[src/rtl/instr_realign_expand_pkg.sv]
// Shared RVC decode constants, expansion result type and 32-bit encoders for
// the instruction realigner.
package instr_realign_expand_pkg;

  localparam logic [6:0] OPC_LOAD      = 7'h03;
  localparam logic [6:0] OPC_LOAD_FP   = 7'h07;
  localparam logic [6:0] OPC_OP_IMM    = 7'h13;
  localparam logic [6:0] OPC_OP_IMM_32 = 7'h1B;
  localparam logic [6:0] OPC_STORE     = 7'h23;
  localparam logic [6:0] OPC_STORE_FP  = 7'h27;
  localparam logic [6:0] OPC_OP        = 7'h33;
  localparam logic [6:0] OPC_LUI       = 7'h37;
  localparam logic [6:0] OPC_OP_32     = 7'h3B;
  localparam logic [6:0] OPC_BRANCH    = 7'h63;
  localparam logic [6:0] OPC_JALR      = 7'h67;
  localparam logic [6:0] OPC_JAL       = 7'h6F;
  localparam logic [31:0] INSTR_EBREAK = 32'h0010_0073;

  localparam logic [1:0] RVC_Q0 = 2'b00;
  localparam logic [1:0] RVC_Q1 = 2'b01;
  localparam logic [1:0] RVC_Q2 = 2'b10;

  localparam logic [2:0] C0_ADDI4SPN   = 3'b000;
  localparam logic [2:0] C0_FLD        = 3'b001;
  localparam logic [2:0] C0_LW         = 3'b010;
  localparam logic [2:0] C0_LD_FLW     = 3'b011;
  localparam logic [2:0] C0_FSD        = 3'b101;
  localparam logic [2:0] C0_SW         = 3'b110;
  localparam logic [2:0] C0_SD_FSW     = 3'b111;

  localparam logic [2:0] C1_ADDI       = 3'b000;
  localparam logic [2:0] C1_ADDIW_JAL  = 3'b001;
  localparam logic [2:0] C1_LI         = 3'b010;
  localparam logic [2:0] C1_LUI        = 3'b011;
  localparam logic [2:0] C1_MISC_ALU   = 3'b100;
  localparam logic [2:0] C1_J          = 3'b101;
  localparam logic [2:0] C1_BEQZ       = 3'b110;
  localparam logic [2:0] C1_BNEZ       = 3'b111;

  localparam logic [2:0] C2_SLLI       = 3'b000;
  localparam logic [2:0] C2_FLDSP      = 3'b001;
  localparam logic [2:0] C2_LWSP       = 3'b010;
  localparam logic [2:0] C2_LDSP_FLWSP = 3'b011;
  localparam logic [2:0] C2_JR_MV      = 3'b100;
  localparam logic [2:0] C2_FSDSP      = 3'b101;
  localparam logic [2:0] C2_SWSP       = 3'b110;
  localparam logic [2:0] C2_SDSP_FSWSP = 3'b111;

  typedef struct packed {
    logic [31:0] instr;
    logic        is_compressed;
    logic        illegal;
  } rvc_result_t;

  function automatic logic [31:0] enc_i(input logic [11:0] imm, input logic [4:0] rs1,
                                        input logic [2:0] f3, input logic [4:0] rd,
                                        input logic [6:0] op);
    return {imm, rs1, f3, rd, op};
  endfunction

  function automatic logic [31:0] enc_s(input logic [11:0] imm, input logic [4:0] rs2,
                                        input logic [4:0] rs1, input logic [2:0] f3,
                                        input logic [6:0] op);
    return {imm[11:5], rs2, rs1, f3, imm[4:0], op};
  endfunction

  function automatic logic [31:0] enc_r(input logic [6:0] f7, input logic [4:0] rs2,
                                        input logic [4:0] rs1, input logic [2:0] f3,
                                        input logic [4:0] rd, input logic [6:0] op);
    return {f7, rs2, rs1, f3, rd, op};
  endfunction

  function automatic logic [31:0] enc_j(input logic [20:0] imm, input logic [4:0] rd);
    return {imm[20], imm[10:1], imm[11], imm[19:12], rd, OPC_JAL};
  endfunction

  function automatic logic [31:0] enc_b(input logic [12:0] imm, input logic [4:0] rs1,
                                        input logic [2:0] f3);
    return {imm[12], imm[10:5], 5'd0, rs1, f3, imm[4:1], imm[11], OPC_BRANCH};
  endfunction

endpackage

[src/rtl/instr_realign_expand_rvc_expand.sv]
// Combinational RVC-to-32-bit expander. Define RVC_FP_EN to expand the
// compressed floating-point loads/stores; otherwise they decode as illegal.
module rvc_expand
  import instr_realign_expand_pkg::*;
#(
  parameter int unsigned XLEN = 64
) (
  input  logic [31:0]  instr_i,
  output rvc_result_t  result_o
);

  localparam bit RV64 = (XLEN == 64);
`ifdef RVC_FP_EN
  localparam bit FP_EN = 1'b1;
`else
  localparam bit FP_EN = 1'b0;
`endif

  logic [15:0] c;
  logic [4:0]  rd, rs2, rdp, rs1p, rs2p;
  logic [5:0]  shamt;
  logic [11:0] imm6s, addi4, lw_u, ld_u, lwsp_u, ldsp_u, swsp_u, sdsp_u, sp16;
  logic [19:0] lui_imm;
  logic [20:0] jimm;
  logic [12:0] bimm;
  logic [31:0] out;
  logic        ill;

  always_comb begin
    c       = instr_i[15:0];
    rd      = c[11:7];
    rs2     = c[6:2];
    rdp     = {2'b01, c[4:2]};
    rs1p    = {2'b01, c[9:7]};
    rs2p    = {2'b01, c[4:2]};
    shamt   = {c[12], c[6:2]};
    imm6s   = {{7{c[12]}}, c[6:2]};
    addi4   = {2'b00, c[10:7], c[12:11], c[5], c[6], 2'b00};
    lw_u    = {5'b0, c[5], c[12:10], c[6], 2'b00};
    ld_u    = {4'b0, c[6:5], c[12:10], 3'b000};
    lwsp_u  = {4'b0, c[3:2], c[12], c[6:4], 2'b00};
    ldsp_u  = {3'b0, c[4:2], c[12], c[6:5], 3'b000};
    swsp_u  = {4'b0, c[8:7], c[12:9], 2'b00};
    sdsp_u  = {3'b0, c[9:7], c[12:10], 3'b000};
    sp16    = {{3{c[12]}}, c[4:3], c[5], c[2], c[6], 4'b0000};
    lui_imm = {{15{c[12]}}, c[6:2]};
    jimm    = {{9{c[12]}}, c[12], c[8], c[10:9], c[6], c[7], c[2], c[11], c[5:3], 1'b0};
    bimm    = {{4{c[12]}}, c[12], c[6:5], c[2], c[11:10], c[4:3], 1'b0};
    out     = '0;
    ill     = 1'b0;

    case (c[1:0])
      RVC_Q0: begin
        case (c[15:13])
          C0_ADDI4SPN: begin
            out = enc_i(addi4, 5'd2, 3'b000, rdp, OPC_OP_IMM);
            ill = (addi4 == '0);
          end
          C0_FLD: begin
            out = enc_i(ld_u, rs1p, 3'b011, rdp, OPC_LOAD_FP);
            ill = !FP_EN;
          end
          C0_LW: out = enc_i(lw_u, rs1p, 3'b010, rdp, OPC_LOAD);
          C0_LD_FLW: begin
            if (RV64) out = enc_i(ld_u, rs1p, 3'b011, rdp, OPC_LOAD);
            else begin
              out = enc_i(lw_u, rs1p, 3'b010, rdp, OPC_LOAD_FP);
              ill = !FP_EN;
            end
          end
          C0_FSD: begin
            out = enc_s(ld_u, rs2p, rs1p, 3'b011, OPC_STORE_FP);
            ill = !FP_EN;
          end
          C0_SW: out = enc_s(lw_u, rs2p, rs1p, 3'b010, OPC_STORE);
          C0_SD_FSW: begin
            if (RV64) out = enc_s(ld_u, rs2p, rs1p, 3'b011, OPC_STORE);
            else begin
              out = enc_s(lw_u, rs2p, rs1p, 3'b010, OPC_STORE_FP);
              ill = !FP_EN;
            end
          end
          default: ill = 1'b1;
        endcase
      end
      RVC_Q1: begin
        case (c[15:13])
          C1_ADDI: out = enc_i(imm6s, rd, 3'b000, rd, OPC_OP_IMM);
          C1_ADDIW_JAL: begin
            if (RV64) begin
              out = enc_i(imm6s, rd, 3'b000, rd, OPC_OP_IMM_32);
              ill = (rd == '0);
            end else begin
              out = enc_j(jimm, 5'd1);
            end
          end
          C1_LI: out = enc_i(imm6s, 5'd0, 3'b000, rd, OPC_OP_IMM);
          C1_LUI: begin
            // rd=x2 selects c.addi16sp; every other rd is c.lui
            if (rd == 5'd2) begin
              out = enc_i(sp16, 5'd2, 3'b000, 5'd2, OPC_OP_IMM);
              ill = (sp16 == '0);
            end else begin
              out = {lui_imm, rd, OPC_LUI};
              ill = (shamt == '0);
            end
          end
          C1_MISC_ALU: begin
            case (c[11:10])
              2'b00: begin
                out = enc_i({6'b000000, shamt}, rs1p, 3'b101, rs1p, OPC_OP_IMM);
                ill = !RV64 && c[12];
              end
              2'b01: begin
                out = enc_i({6'b010000, shamt}, rs1p, 3'b101, rs1p, OPC_OP_IMM);
                ill = !RV64 && c[12];
              end
              2'b10: out = enc_i(imm6s, rs1p, 3'b111, rs1p, OPC_OP_IMM);
              default: begin
                if (!c[12]) begin
                  case (c[6:5])
                    2'b00:   out = enc_r(7'b0100000, rs2p, rs1p, 3'b000, rs1p, OPC_OP);
                    2'b01:   out = enc_r(7'b0000000, rs2p, rs1p, 3'b100, rs1p, OPC_OP);
                    2'b10:   out = enc_r(7'b0000000, rs2p, rs1p, 3'b110, rs1p, OPC_OP);
                    default: out = enc_r(7'b0000000, rs2p, rs1p, 3'b111, rs1p, OPC_OP);
                  endcase
                end else if (RV64 && !c[6]) begin
                  out = enc_r(c[5] ? 7'b0000000 : 7'b0100000, rs2p, rs1p, 3'b000, rs1p, OPC_OP_32);
                end else begin
                  ill = 1'b1;
                end
              end
            endcase
          end
          C1_J:    out = enc_j(jimm, 5'd0);
          C1_BEQZ: out = enc_b(bimm, rs1p, 3'b000);
          default: out = enc_b(bimm, rs1p, 3'b001);
        endcase
      end
      RVC_Q2: begin
        case (c[15:13])
          C2_SLLI: begin
            out = enc_i({6'b000000, shamt}, rd, 3'b001, rd, OPC_OP_IMM);
            ill = !RV64 && c[12];
          end
          C2_FLDSP: begin
            out = enc_i(ldsp_u, 5'd2, 3'b011, rd, OPC_LOAD_FP);
            ill = !FP_EN;
          end
          C2_LWSP: begin
            out = enc_i(lwsp_u, 5'd2, 3'b010, rd, OPC_LOAD);
            ill = (rd == '0);
          end
          C2_LDSP_FLWSP: begin
            if (RV64) begin
              out = enc_i(ldsp_u, 5'd2, 3'b011, rd, OPC_LOAD);
              ill = (rd == '0);
            end else begin
              out = enc_i(lwsp_u, 5'd2, 3'b010, rd, OPC_LOAD_FP);
              ill = !FP_EN;
            end
          end
          C2_JR_MV: begin
            if (!c[12]) begin
              if (rs2 == '0) begin
                out = enc_i(12'h000, rd, 3'b000, 5'd0, OPC_JALR);
                ill = (rd == '0);
              end else begin
                out = enc_r(7'b0000000, rs2, 5'd0, 3'b000, rd, OPC_OP);
              end
            end else begin
              if (rs2 == '0) begin
                if (rd == '0) out = INSTR_EBREAK;
                else          out = enc_i(12'h000, rd, 3'b000, 5'd1, OPC_JALR);
              end else begin
                out = enc_r(7'b0000000, rs2, rd, 3'b000, rd, OPC_OP);
              end
            end
          end
          C2_FSDSP: begin
            out = enc_s(sdsp_u, rs2, 5'd2, 3'b011, OPC_STORE_FP);
            ill = !FP_EN;
          end
          C2_SWSP: out = enc_s(swsp_u, rs2, 5'd2, 3'b010, OPC_STORE);
          default: begin
            if (RV64) out = enc_s(sdsp_u, rs2, 5'd2, 3'b011, OPC_STORE);
            else begin
              out = enc_s(swsp_u, rs2, 5'd2, 3'b010, OPC_STORE_FP);
              ill = !FP_EN;
            end
          end
        endcase
      end
      default: out = instr_i;
    endcase

    if (ill) out = {16'h0000, c};

    result_o.instr         = out;
    result_o.is_compressed = (c[1:0] != 2'b11);
    result_o.illegal       = ill;
  end

endmodule

[src/rtl/instr_realign_expand.sv]
// Fetch-block realigner: circular 16-bit parcel buffer feeding an RVC expander.
// RVC_FP_EN (see rvc_expand) enables the compressed FP load/store forms.
module instr_realign_expand
  import instr_realign_expand_pkg::*;
#(
  parameter int unsigned FETCH_WIDTH = 32,
  parameter int unsigned XLEN        = 64,
  parameter int unsigned DEPTH       = 8
) (
  input  logic                   clk_i,
  input  logic                   rst_i,
  input  logic                   flush_i,
  input  logic                   fetch_valid_i,
  output logic                   fetch_ready_o,
  input  logic [FETCH_WIDTH-1:0] fetch_data_i,
  input  logic [XLEN-1:0]        fetch_addr_i,
  output logic                   instr_valid_o,
  input  logic                   instr_ready_i,
  output logic [31:0]            instr_o,
  output logic [XLEN-1:0]        pc_o,
  output logic                   is_compressed_o,
  output logic                   illegal_o
);

  localparam int unsigned NP = FETCH_WIDTH / 16;
  localparam int unsigned PW = $clog2(DEPTH);
  localparam int unsigned CW = $clog2(DEPTH + 1);
  localparam logic [CW-1:0] DEPTH_C = CW'(DEPTH);
  localparam logic [CW-1:0] NP_C    = CW'(NP);

  logic [15:0]     buf_q [DEPTH];
  logic [PW-1:0]   head_q, tail_q;
  logic [CW-1:0]   count_q;
  logic [XLEN-1:0] head_pc_q;

  logic [15:0]     head_parcel, next_parcel;
  logic            head_is_c, accept, pop;
  logic [CW-1:0]   push_n, pop_n;
  rvc_result_t     exp_res;

  // Pointer advance modulo DEPTH; k never exceeds DEPTH so one wrap suffices.
  function automatic logic [PW-1:0] ptr_add(input logic [PW-1:0] p, input logic [CW-1:0] k);
    logic [CW:0] s;
    s = (CW+1)'(p) + (CW+1)'(k);
    if (s >= (CW+1)'(DEPTH)) s = s - (CW+1)'(DEPTH);
    return s[PW-1:0];
  endfunction

  always_comb begin
    head_parcel   = buf_q[head_q];
    next_parcel   = buf_q[ptr_add(head_q, CW'(1))];
    head_is_c     = (head_parcel[1:0] != 2'b11);
    instr_valid_o = (count_q != '0) && (head_is_c || (count_q >= CW'(2)));
    fetch_ready_o = ((DEPTH_C - count_q) >= NP_C);
    accept        = fetch_valid_i && fetch_ready_o && !flush_i;
    pop           = instr_valid_o && instr_ready_i && !flush_i;
    push_n        = accept ? (fetch_addr_i[1] ? NP_C - CW'(1) : NP_C) : '0;
    pop_n         = pop ? (head_is_c ? CW'(1) : CW'(2)) : '0;
  end

  rvc_expand #(.XLEN(XLEN)) u_rvc_expand (
    .instr_i  ({next_parcel, head_parcel}),
    .result_o (exp_res)
  );

  always_comb begin
    instr_o         = instr_valid_o ? exp_res.instr : '0;
    is_compressed_o = instr_valid_o && exp_res.is_compressed;
    illegal_o       = instr_valid_o && exp_res.illegal;
    pc_o            = head_pc_q;
  end

  // A block fetched from an odd halfword skips its first parcel.
  always_ff @(posedge clk_i) begin
    if (accept) begin
      for (int unsigned i = 0; i < NP; i++) begin
        if (!(fetch_addr_i[1] && (i == 0)))
          buf_q[ptr_add(tail_q, fetch_addr_i[1] ? CW'(i - 1) : CW'(i))] <= fetch_data_i[16*i +: 16];
      end
    end
  end

  always_ff @(posedge clk_i) begin
    if (rst_i) begin
      head_q    <= '0;
      tail_q    <= '0;
      count_q   <= '0;
      head_pc_q <= '0;
    end else if (flush_i) begin
      head_q    <= '0;
      tail_q    <= '0;
      count_q   <= '0;
    end else begin
      if (accept) tail_q <= ptr_add(tail_q, push_n);
      if (pop) begin
        head_q    <= ptr_add(head_q, pop_n);
        head_pc_q <= head_pc_q + (head_is_c ? XLEN'(2) : XLEN'(4));
      end else if (accept && (count_q == '0)) begin
        head_pc_q <= fetch_addr_i;
      end
      count_q <= count_q + push_n - pop_n;
    end
  end

endmodule

[config.mk]
export PLATFORM = sky130hd
export DESIGN_NAME = instr_realign_expand
export DESIGN_NICKNAME = d
export VERILOG_FILES = /design/src/rtl/instr_realign_expand_pkg.sv /design/src/rtl/instr_realign_expand_rvc_expand.sv /design/src/rtl/instr_realign_expand.sv
export SDC_FILE = /design/constraint.sdc
export NUM_CORES = 1
export LEC_CHECK = 0
export CAP_MARGIN = 20
export CORE_MARGIN = 4
export CORE_UTILIZATION = 25
export DETAILED_ROUTE_END_ITERATION = 12
export GPL_TIMING_DRIVEN = 0
export PLACE_DENSITY_LB_ADDON = 0.3
export SYNTH_ARGS = -nofsm -noshare
export SYNTH_HDL_FRONTEND = slang
export SYNTH_SLANG_ARGS = --single-unit
[constraint.sdc]
create_clock -name clk_i -period 4.4 [get_ports clk_i]
set_input_delay 0.88 -clock clk_i [delete_from_list [all_inputs] [get_ports clk_i]]
set_output_delay 0.88 -clock clk_i [all_outputs]
set_load 0.01 [all_outputs]
==> Flow_metrics.wiki <==
{| class="wikitable"
! Metric !! Value
|-
| Outcome || finished, violations left
|-
| Violations in the final reports || setup timing
|-
| Sw Ratio || 35.47%
|-
| Dominant combinational cell family by area after synthesis || multiplexers
|-
| Synth Net Count || 1434
|-
| Slew HR || 35.27%
|-
| Routed wire length || 59.83 mm
|-
| Maximum clock skew at final layout || around 0.028 ns
|-
| Combinational share of power || 36.4%
|-
| Total internal power || 4.401 mW
|-
| Post-route minimum period || approximately 4.7 ns
|-
| Final hold violations || 0
|-
| Syn Inst Count || 1311
|-
| Initial core utilization || 25.33%
|-
| Kind of capture point of the worst setup path || primary output
|-
| Portion of synthesized cell area occupied by the leading cell type || 28.08%
|-
| Adder and majority cell fraction of the synthesized area || 2.340%
|-
| Clk sink count || just over 200
|-
| Count leader, synth || sky130_fd_sc_hd__mux2_2
|-
| Mean cell area of the mapped netlist || 10.44 sq um
|-
| Number of nets in the layout || ~1700
|-
| Area of the mapped netlist || 0.01369 sq mm
|-
| Multiplexer area fraction after synthesis || 24.52%
|-
| Sequential cell fraction of total power || 33.8%
|-
| Proportion of synthesized chip area in sequential cells || 39.35%
|-
| Crit path arrival time || around 3.8 ns
|-
| Element type at the critical path start || register
|-
| Skew-Pair Late Insertion Delay || 0.55 ns
|-
| Final worst-path setup slack || -0.3239 ns
|-
| Number of top-level pins || 201
|-
| CTS tree || yes
|-
| Clock network fraction of design power || 29.8%
|-
| Width of the chip || 242.0 microns
|-
| Antenna diodes || 0
|-
| Aggregate global routing overflow || 0
|-
| Clock Tree Buf Depth || 3
|-
| Total power || between 6 and 7 mW
|-
| Path depth of the worst reg2reg path || 16
|-
| Worst R2R End || pc_o[48]
|-
| Post-route DRC || 0
|-
| Path type of the worst setup path || register to primary output
|-
| Standby leakage power || about 6.3 nW
|-
| Hold Path Origin || pc_o[0]
|-
| Vias/cell || 5.634
|-
| Post-synthesis xor/xnor area fraction || less than 1%
|-
| Final GP Congestion || just under 1
|-
| Synth area leaders || sky130_fd_sc_hd__edfxtp_1, sky130_fd_sc_hd__mux2_2, sky130_fd_sc_hd__dfxtp_1
|-
| H-Tree Depth || 1
|-
| Largest driver fanout on the critical path || 5
|-
| RSZ-0062 raised after global routing || yes
|-
| Fraction of layout cells with a size suffix above 1 || between 30 and 40%
|-
| Top cells by instance count after synthesis || sky130_fd_sc_hd__mux2_2, sky130_fd_sc_hd__edfxtp_1, sky130_fd_sc_hd__nand2_1
|-
| Pins over their slew limit || 0
|-
| Post-Route Hold Slack || 0.4672 ns
|-
| Max VDD drop || 235.8 uV
|-
| Power dissipated by switching net loads || 2.419 mW
|-
| Worst Hold Endpoint || pc_o[0]
|-
| Area fraction in compound gates after synthesis || approximately 16%
|-
| Maximum number of pins on one net before global-route repair || 14
|-
| Total number of yosys warnings || 0
|-
| Unique masters post-synth || slightly above 70
|-
| Vias in the first global route || 12810
|-
| CTS buffer count || 24
|-
| Hold Crit Class || register to register
|-
| Number of cells on the worst hold path || 2
|-
| Routed vias || 13100
|-
| Cell type contributing the most total cell area after synthesis || sky130_fd_sc_hd__edfxtp_1
|-
| Crit-path cells || buf_12 > mux4_2 > mux2_4 > or4_4 > buf_6 > nor4_4 > nor3_4 > buf_4 > buf_4 > and3_4 > a21oi_2 > a211oi_2 > buf_2
|-
| Remaining antenna violation count || 0
|-
| Total of buffers placed on input and output ports || 200
|-
| Growth of design area from synthesis to finish || 39.55%
|-
| Number of antenna violations at the first check in global routing || 0
|-
| Tightest Pin Transition || 0.9710 ns
|-
| CTS clk-pin slew, worst paths || 0.05 ns
|-
| CORE AREA || 0.05403 sq mm
|-
| Number of rows in the core area || 85
|-
| Leading register cell type out of synthesis || sky130_fd_sc_hd__edfxtp_1
|-
| Power density cells || 357.1 mW/mm^2
|-
| Root Buffer || sky130_fd_sc_hd__clkbuf_16
|-
| Cell repeated most along the worst path || sky130_fd_sc_hd__buf_4
|-
| Estimated wirelength of the detail-placed design || roughly 43 mm
|-
| Iteration count of the initial detailed-routing pass || 5
|-
| Detailed Route Iter0 Violations || 1302
|-
| Setup violators final || 31
|-
| Post-synth EDFFs || 128
|-
| Cell with the largest stage delay on the worst path || sky130_fd_sc_hd__or4_4
|-
| Setup slack of the worst register-to-register path || 0.17 ns
|-
| Delay contributed by the slowest stage of the critical path || ~0.60 ns
|-
| Maximum operating frequency || 0.2117 GHz
|-
| Final routed wire length divided by cell count || approximately 26 microns
|-
| All-Layer GR Usage || 19.15%
|-
| Max-cap violations || 0
|-
| Portion of the clock cycle consumed by the worst path in the final layout || 107.4%
|-
| First-pass GRT wire length || 86.35 mm
|-
| Share of synthesized cell area in and, or, nand and nor gates || 13.26%
|-
| Number of register bits inferred by synthesis || ~210
|-
| Req. time, crit path || roughly 3.5 ns
|-
| Async S/R FF share, synth || 0%
|-
| Total die area || 0.05855 sq mm
|-
| Worst slack after detailed placement || -1.977 ns
|-
| Floorplan die height || 242.0 microns
|}
## metal layers
layer,track usage (%),up-vias,wire length (microns)
met2,32.52,620,28380
li1,-,5756,-
met3,3.409,130,4464
met5,0,-,0
met1,25.16,6593,25000
met4,5.276,0,1972
## worst max-delay path by stage
stage	from	to
4_1_cts	register	instr_o[11]
5_1_grt	register	instr_o[11]
3_3_place_gp	register	instr_o[21]
6_report	register	instr_o[10]
3_5_place_dp	register	pc_o[62]
2_1_floorplan	register	pc_o[62]
## cells by family after synthesis
| group | Yosys count |
|---|---|
| and+or+nand+nor | 380 |
| AOI/OAI and AO/OA | 333 |
| muxes | 239 |
| DFF | 205 |
| buffers and inverters | 123 |
| adders and majority gates | 22 |
| xor gates and xnor gates | 9 |
## sequential cells by signal (all words and copies together) (netlist names), named ones only
signal	flops
count_q	4
buf_q	128
head_q	3
pc_o	64
tail_q	3
## area by class of cell
| class | count | area (sq um) |
|---|---|---|
| Fill cell | 5439 | 34930 |
| Multi-Input combinational cell | 986 | 8722 |
| Clock inverter | 13 | 146.4 |
| Timing Repair Buffer | 279 | 2615 |
| Sequential cell | 205 | 5389 |
| Clock buffer | 29 | 629.4 |
| Tap cell | 696 | 870.8 |
| Buffer | 83 | 589.3 |
| Inverter | 34 | 137.6 |
## critical path, delay by kind of cell, from the launching register on
| kind | cells | cell delay (ns) |
|---|---|---|
| compound gates | 2 | 0.20 |
| buf+inv | 5 | 0.74 |
| flops | 1 | 0.40 |
| mux | 2 | 0.80 |
| simple gates | 4 | 1.17 |
## placed cells by master (no fill, tap or decap), types with 27 or more instances in the layout
cell type	count
sky130_fd_sc_hd__mux4_2	62
sky130_fd_sc_hd__nand3_1	36
sky130_fd_sc_hd__mux2_2	139
sky130_fd_sc_hd__dfxtp_1	76
sky130_fd_sc_hd__nor2_1	75
sky130_fd_sc_hd__buf_4	62
sky130_fd_sc_hd__clkdlybuf4s50_1	167
sky130_fd_sc_hd__buf_2	29
sky130_fd_sc_hd__edfxtp_1	128
sky130_fd_sc_hd__o211ai_1	34
sky130_fd_sc_hd__clkbuf_1	42
sky130_fd_sc_hd__o21ai_0	34
sky130_fd_sc_hd__nand2_1	114
sky130_fd_sc_hd__clkbuf_16	27
sky130_fd_sc_hd__inv_1	32
sky130_fd_sc_hd__a21oi_1	79
## stage by stage
stage / instance area (sq um) / utilization, % / TNS (ns) / std cells
after floorplan: 13690 / - / 0 / 1311
after global placement: 16560 / 30.65 / -271.97 / 2207
after detailed placement: 16750 / 31.00 / -159.31 / 2219
after CTS: 18630 / 34.47 / -7.121 / 2299
after global routing: 19100 / 35.35 / -10.48 / 2325
final: 19100 / 35.35 / -7.288 / 2325
## timing repair
item | 4_1_cts | 5_1_grt
endpoints found under the setup margin | 172 | 112
pin swaps | 23 | 36
setup buffers | 38 | 28
gates cloned | 1 | 5
hold buffers | 0 | 0
gates resized for setup | 343 | 91
## power by group through the flow
stage / clock [mW] / combinational, mW / sequential, mW
2_1_floorplan: 0 / 1.03 / 2.34
3_3_place_gp: 0 / 2.04 / 2.34
3_5_place_dp: 0 / 2.06 / 2.34
4_1_cts: 2.07 / 2.31 / 2.30
5_1_grt: 2.15 / 2.62 / 2.32
6_report: 2.03 / 2.48 / 2.31
Note: power is estimated with default switching activity, not from simulation.
